**src/rtl/alu_func_mux_pipe.sv**
```systemverilog
// Function-select multiplexer with a registered valid/ready output stage and a
// one-entry skid buffer; also reports zero/illegal-code flags and counts transfers.
module alu_func_mux_pipe #(
    parameter int WIDTH = 4,
    parameter int NSRC  = 8,
    parameter int SELW  = 3,
    parameter int CNTW  = 8
) (
    input  logic                  clk,
    input  logic                  rst,
    input  logic                  in_valid,
    output logic                  in_ready,
    input  logic [SELW-1:0]       f,
    input  logic [NSRC*WIDTH-1:0] src,
    output logic                  out_valid,
    input  logic                  out_ready,
    output logic [WIDTH-1:0]      out_data,
    output logic [SELW-1:0]       out_func,
    output logic                  out_zero,
    output logic                  out_err,
    output logic [CNTW-1:0]       xfer_cnt
);

    typedef struct packed {
        logic [WIDTH-1:0] data;
        logic [SELW-1:0]  func;
        logic             zero;
        logic             err;
    } entryT;

    // Encoding mirrors {out_valid, skid_valid}.
    typedef enum logic [1:0] {
        EMPTY = 2'b00,
        ONE   = 2'b10,
        FULL  = 2'b11
    } stateT;

    stateT           state, nextState;
    entryT           selEntry, outEntry, skidEntry;
    logic            inReadyReg;
    logic            accept, drain;
    logic            loadOutFromSel, loadOutFromSkid, loadSkid;
    logic [CNTW-1:0] xferCntReg;

    assign accept = in_valid & inReadyReg;
    assign drain  = (state != EMPTY) & out_ready;

    always_comb begin
        logic [WIDTH-1:0] selData;
        logic             selHit;
        // NOTE: every combinational output gets a default first so no path infers a latch.
        selData = '0;
        selHit  = 1'b0;
        for (int k = 0; k < NSRC; k++) begin
            if (f == SELW'(k)) begin
                selData = src[k*WIDTH +: WIDTH];
                selHit  = 1'b1;
            end
        end
        selEntry.data = selData;
        selEntry.func = f;
        selEntry.err  = ~selHit;
        selEntry.zero = selHit & (selData == '0);
    end

    always_comb begin
        nextState       = state;
        loadOutFromSel  = 1'b0;
        loadOutFromSkid = 1'b0;
        loadSkid        = 1'b0;
        case (state)
            EMPTY: begin
                if (accept) begin
                    nextState      = ONE;
                    loadOutFromSel = 1'b1;
                end
            end
            ONE: begin
                if (accept && drain) begin
                    loadOutFromSel = 1'b1;
                end else if (accept) begin
                    nextState = FULL;
                    loadSkid  = 1'b1;
                end else if (drain) begin
                    nextState = EMPTY;
                end
            end
            FULL: begin
                // in_ready is low here, so only a drain can move the state.
                if (drain) begin
                    nextState       = ONE;
                    loadOutFromSkid = 1'b1;
                end
            end
            default: nextState = EMPTY;
        endcase
    end

    // in_ready is registered from the next skid state, so out_ready never reaches it combinationally.
    always_ff @(posedge clk) begin
        // NOTE: sequential state uses non-blocking assignments so all registers update together.
        if (rst) begin
            state      <= EMPTY;
            inReadyReg <= 1'b0;
        end else begin
            state      <= nextState;
            inReadyReg <= ~nextState[0];
        end
    end

    always_ff @(posedge clk) begin
        // NOTE: data registers are reset too, because the output bus must read zero during reset.
        if (rst) begin
            outEntry   <= '0;
            skidEntry  <= '0;
            xferCntReg <= '0;
        end else begin
            if (loadOutFromSel) begin
                outEntry <= selEntry;
            end else if (loadOutFromSkid) begin
                outEntry <= skidEntry;
            end
            if (loadSkid) begin
                skidEntry <= selEntry;
            end
            if (drain) begin
                xferCntReg <= xferCntReg + 1'b1;
            end
        end
    end

    assign in_ready  = inReadyReg;
    assign out_valid = (state != EMPTY);
    assign out_data  = outEntry.data;
    assign out_func  = outEntry.func;
    assign out_zero  = outEntry.zero;
    assign out_err   = outEntry.err;
    assign xfer_cnt  = xferCntReg;

endmodule

```
**config.mk**
```make
export PLATFORM = sky130hd
export DESIGN_NAME = alu_func_mux_pipe
export DESIGN_NICKNAME = d
export VERILOG_FILES = /design/src/rtl/alu_func_mux_pipe.sv
export SDC_FILE = /design/constraint.sdc
export NUM_CORES = 1
export LEC_CHECK = 0
export CAP_MARGIN = 5
export CORE_MARGIN = 5
export CORE_UTILIZATION = 28
export DETAILED_ROUTE_END_ITERATION = 8
export DONT_BUFFER_PORTS = 1
export PLACE_DENSITY = 0.43
export SLEW_MARGIN = 20
export SYNTH_ARGS = -nofsm -noshare
export SYNTH_HDL_FRONTEND = slang
export SYNTH_SLANG_ARGS = --single-unit
```
**constraint.sdc**
```tcl
create_clock -name clk -period 1.86 [get_ports clk]
set_input_delay 0.372 -clock clk [delete_from_list [all_inputs] [get_ports clk]]
set_output_delay 0.372 -clock clk [all_outputs]
set_load 0.02 [all_outputs]
```
==> run summary, run 1 <==
### Outcome
• finished clean — run status

### STA
• 0.886 — Final Cycle Share
• 0 — Hold Vio Cnt, Final
• 0 ns — sum of negative setup slack
• 1.65 ns — Final min period
• no — RSZ-0062 raised after global routing
• 0.607 GHz — Max Clock Freq
• 0.434 ns — slew at the pin with the worst max-slew slack
• 0.711 — Rel. slew slack
• 0 — total count of max-transition violations in the final report
• 0.00192 ns — worst clock skew
• 0 — total of endpoints with negative setup slack in the final report

### GRT
• 0 — overall overflow remaining after global route
• 0 — number of antenna violations at the first check in global routing
• 32 — largest net degree at the start of global routing
• 0.111 — all-layer global routing usage
• 6350 um — global-route wire length before repair
• 1282 — number of global-route vias before repair

### Layout
• 0 — number of diodes added for antenna fixing
• 10.7% — relative area change from synthesis to final layout
• 210 — fin nets
• 0.100 — share of cells above drive strength 1
• 540 — number of fill cells

### Yosys
• 0.383 — sequential-to-total area share from yosys stat
• 0 — number of synthesized flops with an enable pin
• 1520 um2 — Mapped Area
• dfxtp_1 — cell type contributing the most total cell area after synthesis
• 0.383 — area fraction of the dominant cell type after synthesis
• dfxtp_1 — most instantiated library cell after synthesis
• 29 — count of state elements after synthesis
• 0 — number of warning messages in the yosys log
• dfxtp_1 (38%), mux2i_1 (8.6%), nor2_1 (5.0%) — largest cells by area after synthesis
• dfxtp_1 — top_reg_cell synth
• dfxtp_1 (29), nor2_1 (20), mux2i_1 (13), nand2_1 (12), a21oi_1 (11) — commonest cells in the synthesized netlist
• 0 — ys async rst share
• 168 — synthesized netlist cell count
• 208 — total nets after synthesis
• 9.03 um2 — mean instance size in the synthesized netlist
• 41 — count of different cell masters after synthesis

### Place
• 2900 um — post-detailed-placement half-perimeter wirelength
• 0 — count of port buffers added during placement
• 0.754 — Final Wtd Congestion

### Critical path
• 11 — Critical Path Fanout Max
• 5 — depth of the worst register-to-register path
• flop — endpoint class of the critical path
• flop to flop — worst setup path category
• 1.83 ns — endpoint arrival time on the critical path
• 2.04 ns — data required time of the worst path
• flop — Startpoint Class

### Power
• 1.29 mW — total power
• 228 uV — Peak supply drop
• 0.603 nW — leakage power
• 769 nW/um2 — Cell Pwr Density

### Routing
• 1247 — vias post-DR
• 5.20 — Via-to-Cell Ratio
• 5 — router iterations before antenna repair
• 3860 um — final wirelength
• 16.1 um — per-cell routed wire length
• 77 — DR iter-0 viols
• 0 — total DRC errors in the routed layout
• 0 — count of antenna-violating nets left after detailed routing

### Clock tree
• 29 — number of clock sinks
• clkbuf_8 — Root Buffer
• 0.06 ns — clock transition at the registers of the reported paths
• 0 — post-CTS setup repair buffer count
• 0.27 ns — clock latency at the later pin of the worst-skew pair
• 0 — post_cts resized
• 2 — maximum level of the CTS H-tree
• 0 — hold buffer count at CTS
• 2 — deepest clock path buffer count
• 5 — CTS Buf Count
• yes — clock tree from TritonCTS

### Hold path
• 1 — Worst Hold Depth
• input pin to flop — worst min path class

### Floorplan
• 58 — count of pins on the block boundary
• 5170 um2 — core area
• 0.293 — effective utilization at floorplan
• 83.6 um — Die Height
• 6990 um2 — area of the die
• 83.6 um — die outline width
• 26 — number of cell rows

### Run
• 0 — count of maximum capacitance violations

## cells in the final DEF (no fill, tap or decap), types with 3 or more instances in the layout
cell type  instances
nand3_1            3
a211oi_1           3
xor2_1             5
nor2b_1            3
dfxtp_1           29
o221ai_1           3
nand3b_1           6
buf_4              7
and3_1             4
mux2i_1           13
inv_1              5
nor2_1            20
nand2b_1           3
nand2_1           12
o21ai_0            3
a21oi_1           11
o211ai_1           4
clkbuf_8           6
## metal layers
metal | vias to the layer above | global-route usage | share of wire
met5 | - | 0 | 0
met4 | 0 | 0.0453 | 0.013
met3 | 6 | 0.0523 | 0.075
met2 | 38 | 0.181 | 0.50
met1 | 588 | 0.124 | 0.41
li1 | 615 | - | -
## path summary, 6_finish.rpt
| path | from | slack [ns] | to |
|---|---|---|---|
| worst max register to register | state[0]$_SDFF_PP0_ | 0.21 | out_zero$_SDFFE_PP0P_ |
| worst min-delay path | rst | 0.16 | skidEntry[7]$_SDFFE_PP0P_ |
| worst min register to register | skidEntry[0]$_SDFFE_PP0P_ | 0.46 | out_err$_SDFFE_PP0P_ |
| worst max-delay path | state[0]$_SDFF_PP0_ | 0.21 | out_zero$_SDFFE_PP0P_ |
## state kept, by name, indices dropped and copies added (netlist names)
signal	cells
skidEntry	9
out_data	4
out_err	1
xfer_cnt	8
in_ready	1
out_zero	1
state	2
out_func	3
## power breakdown
part | internal, mW | switching [mW]
clock | 0.293 | 0.219
combinational | 0.0645 | 0.0606
sequential | 0.634 | 0.0205
total | 0.991 | 0.300
## cell type report
class,count,area (um2),area share
Multi-Input combinational cell,122,853,0.508
Sequential cell,29,581,0.346
Tap cell,70,87.6,0.0522
Clock buffer,7,86.3,0.0514
Timing Repair Buffer,7,52.6,0.0313
Inverter,5,18.8,0.0112
## worst max-delay path, cell delays in order (launching register included)
cell	delay [ns]
dfxtp_1	0.47
a21oi_1	0.14
a211o_1	0.42
nor3_1	0.24
nand2_1	0.08
o32ai_1	0.22
## metrics by stage
stage / setup WS (ns) / utilization / cell area, um2 / hold slack, ns / std cells
5_1_grt: 0.0363 / 0.325 / 1680 / 0.145 / 240
2_1_floorplan: 0.0849 / - / 1520 / 0.443 / 168
4_1_cts: 0.211 / 0.325 / 1680 / 0.156 / 240
6_report: 0.212 / 0.325 / 1680 / 0.164 / 240
3_5_place_dp: 0.202 / 0.308 / 1590 / 0.448 / 233
3_3_place_gp: 0.234 / 0.308 / 1590 / 0.448 / 233
## kinds of logic after synthesis
group / after synthesis / share of synthesized area
AND/OR/NAND/NOR: 61 / 0.208
AO/OA/AOI/OAI: 36 / 0.166
flip-flops: 29 / 0.383
buffers and inverters: 17 / 0.0544
multiplexers: 17 / 0.140
XOR/XNOR: 7 / 0.0404
adder cells (fa/ha/maj): 1 / 0.00825
Power figures use the tool's default switching activity.
==> inputs of run 2 (changes only) <==
- ABC_AREA: not set -> 1
- PLACE_DENSITY: 0.43 -> 0.41
- clock period: 1.86 -> 1.8 ns (I/O delays scaled with it)
==> run 2 against run 1 <==
Worst hold slack worse by 0.025 ns; first-iteration DRC count down 25%; worst setup slack better by 0.068 ns; combinational power up 21%; sequential power up 3.4%; via count up 16%; clock-buffer cell count down 1; flip-flop and latch count unchanged; synthesized area down 1.5%; critical path type unchanged; largest power group unchanged; highest routed layer unchanged.
==> run summary, run 2 <==
### STA
• 0 — total count of max-transition violations in the final report
• no — RSZ-0062 raised after global routing
• 1.52 ns — Final min period
• 0.844 — Final Cycle Share
• 0 ns — sum of negative setup slack
• 0.430 ns — slew at the pin with the worst max-slew slack
• 0 — Hold Vio Cnt, Final
• 0.711 — Rel. slew slack
• 0 — total of endpoints with negative setup slack in the final report
• 0.00636 ns — worst clock skew
• 0.658 GHz — Max Clock Freq

### Floorplan
• 83.0 um — die outline width
• 83.0 um — Die Height
• 0.291 — effective utilization at floorplan
• 58 — count of pins on the block boundary
• 26 — number of cell rows
• 6900 um2 — area of the die
• 5140 um2 — core area

### GRT
• 0.120 — all-layer global routing usage
• 0 — overall overflow remaining after global route
• 1403 — number of global-route vias before repair
• 0 — number of antenna violations at the first check in global routing
• 6780 um — global-route wire length before repair
• 19 — largest net degree at the start of global routing

### Yosys
• 0.00838 — adder and majority cell fraction of the synthesized area
• dfxtp_1 — cell type contributing the most total cell area after synthesis
• 263 — total nets after synthesis
• 0 — number of synthesized flops with an enable pin
• 6.70 um2 — mean instance size in the synthesized netlist
• 0 — share of cell area taken by muxes after synthesis
• 0 — number of warning messages in the yosys log
• simple AND/OR/NAND/NOR gates — dominant combinational cell family by area after synthesis
• 0 — ys async rst share
• 0.389 — area fraction of the dominant cell type after synthesis
• 223 — synthesized netlist cell count
• 29 — count of state elements after synthesis
• 23 — count of different cell masters after synthesis
• 0 — xor and xnor fraction of the mapped netlist area
• 0.389 — sequential-to-total area share from yosys stat
• 1490 um2 — Mapped Area
• 0.156 — area fraction in compound gates after synthesis
• nand2_1 — most instantiated library cell after synthesis
• dfxtp_1 (39%), nand2_1 (9.3%), nor2_1 (8.8%) — largest cells by area after synthesis
• 0.333 — Simple-Gate Fraction of Synth Area
• nand2_1 (37), nor2_1 (35), inv_1 (30), dfxtp_1 (29), o21ai_0 (19) — commonest cells in the synthesized netlist
• dfxtp_1 — top_reg_cell synth

### Power
• 789 nW/um2 — Cell Pwr Density
• 356 uV — Peak supply drop
• 0.730 nW — leakage power
• 0.503 — share of total power in sequential cells
• 0.273 — switching power as a share of total power
• 0.113 — Gate power share
• 0.978 mW — design internal power
• 0.385 — fraction of power consumed by the clock network
• 0.367 mW — Sw Pwr

### Place
• 0 — count of port buffers added during placement
• 3120 um — post-detailed-placement half-perimeter wirelength
• 0.730 — Final Wtd Congestion

### Clock tree
• 0 — post_cts resized
• 5 — CTS Buf Count
• 0 — hold buffer count at CTS
• yes — clock tree from TritonCTS
• 0 — post-CTS setup repair buffer count
• 2 — maximum level of the CTS H-tree
• 0.28 ns — clock latency at the later pin of the worst-skew pair
• 2 — deepest clock path buffer count
• 29 — number of clock sinks
• 0.07 ns — clock transition at the registers of the reported paths
• clkbuf_8 — Root Buffer

### Layout
• 0.332 — core occupancy in the finished layout
• 0.111 — share of cells above drive strength 1
• skidEntry — register with the most flip-flops
• 14.1% — relative area change from synthesis to final layout
• 0 — number of diodes added for antenna fixing
• 274 — fin nets
• 9 — Largest register FFs
• nand2_1 — most common library cell in the layout ignoring fill and taps
• nand2_1 (37), nor2_1 (35), inv_1 (30) — top library cells by usage in the layout, fill and taps aside

### Critical path
• 2.03 ns — data required time of the worst path
• 1.75 ns — endpoint arrival time on the critical path
• flop — Startpoint Class
• nor2_1 — most prevalent standard cell on the critical path
• 0.32 ns — Critical Path Max Stage Delay
• flop to flop — worst setup path category
• nand2_1, nor2_1, inv_1, buf_4, nor2_1, buf_4, nor2_1, nor2_1, o21ai_0, inv_1 — Critical Path, Cell by Cell
• dfxtp_1 — Worst path slowest cell
• buffers and inverters — Worst path top cell family by delay
• 12 — Critical Path Fanout Max
• 4 — WP buf/inv
• flop — endpoint class of the critical path

### Routing
• 4070 um — final wirelength
• 58 — DR iter-0 viols
• 1444 — vias post-DR
• 13.3 um — per-cell routed wire length
• 0 — total DRC errors in the routed layout
• 4 — router iterations before antenna repair
• 0 — count of antenna-violating nets left after detailed routing
• 4.73 — Via-to-Cell Ratio

### Outcome
• finished clean — run status

### Hold path
• input pin to flop — worst min path class

### Run
• 0 — count of maximum capacitance violations

## run 2: routing by layer
layer | part of all wire | vias to the layer above | GRT usage
met1 | 0.48 | 639 | 0.158
met4 | 0.0076 | 0 | 0.0357
met3 | 0.060 | 5 | 0.0436
met5 | 0 | - | 0
li1 | - | 762 | -
met2 | 0.45 | 38 | 0.182
## run 2: area by class of cell
cell class | count | area (um2)
Clock inverter | 2 | 10.0
Multi-Input combinational cell | 154 | 743
Tap cell | 70 | 87.6
Sequential cell | 29 | 581
Fill cell | 608 | 3440
Timing Repair Buffer | 12 | 90.1
Inverter | 32 | 120
Clock buffer | 6 | 72.6
## run 2: logic make-up after synthesis
kind of cell,after synthesis
adders and majority gates,1
AOI/OAI and AO/OA,43
DFF,29
and+or+nand+nor,110
buffers and inverters,40
## run 2: worst paths after layout
path	startpoint	to	slack [ns]	depth (start not counted)
worst min register to register	skidEntry[0]$_SDFFE_PP0P_	skidEntry[0]$_SDFFE_PP0P_	0.44	2
worst min-delay path	rst	out_zero$_SDFFE_PP0P_	0.14	1
worst max-delay path	in_ready$_SDFF_PP0_	skidEntry[5]$_SDFFE_PP0P_	0.28	10
worst max register to register	in_ready$_SDFF_PP0_	skidEntry[5]$_SDFFE_PP0P_	0.28	10
## run 2: power groups by stage
stage | Sequential [mW] | Combinational (mW) | Clock, mW
floorplan | 0.693 | 0.115 | 0
global placement | 0.691 | 0.153 | 0
detailed placement | 0.691 | 0.152 | 0
CTS | 0.677 | 0.153 | 0.530
global route | 0.678 | 0.173 | 0.570
finish | 0.676 | 0.151 | 0.517
## run 2: per-stage QoR
step           instance area (um2)  setup WS [ns]  hold slack, ns  power (mW)  cells
3_5_place_dp                  1620          0.214           0.427       0.844    297
4_1_cts                       1700          0.267           0.131        1.36    305
2_1_floorplan                 1490          0.308           0.425       0.808    223
5_1_grt                       1700         0.0381           0.124        1.42    305
3_3_place_gp                  1620          0.176           0.426       0.844    297
6_report                      1700          0.280           0.138        1.34    305
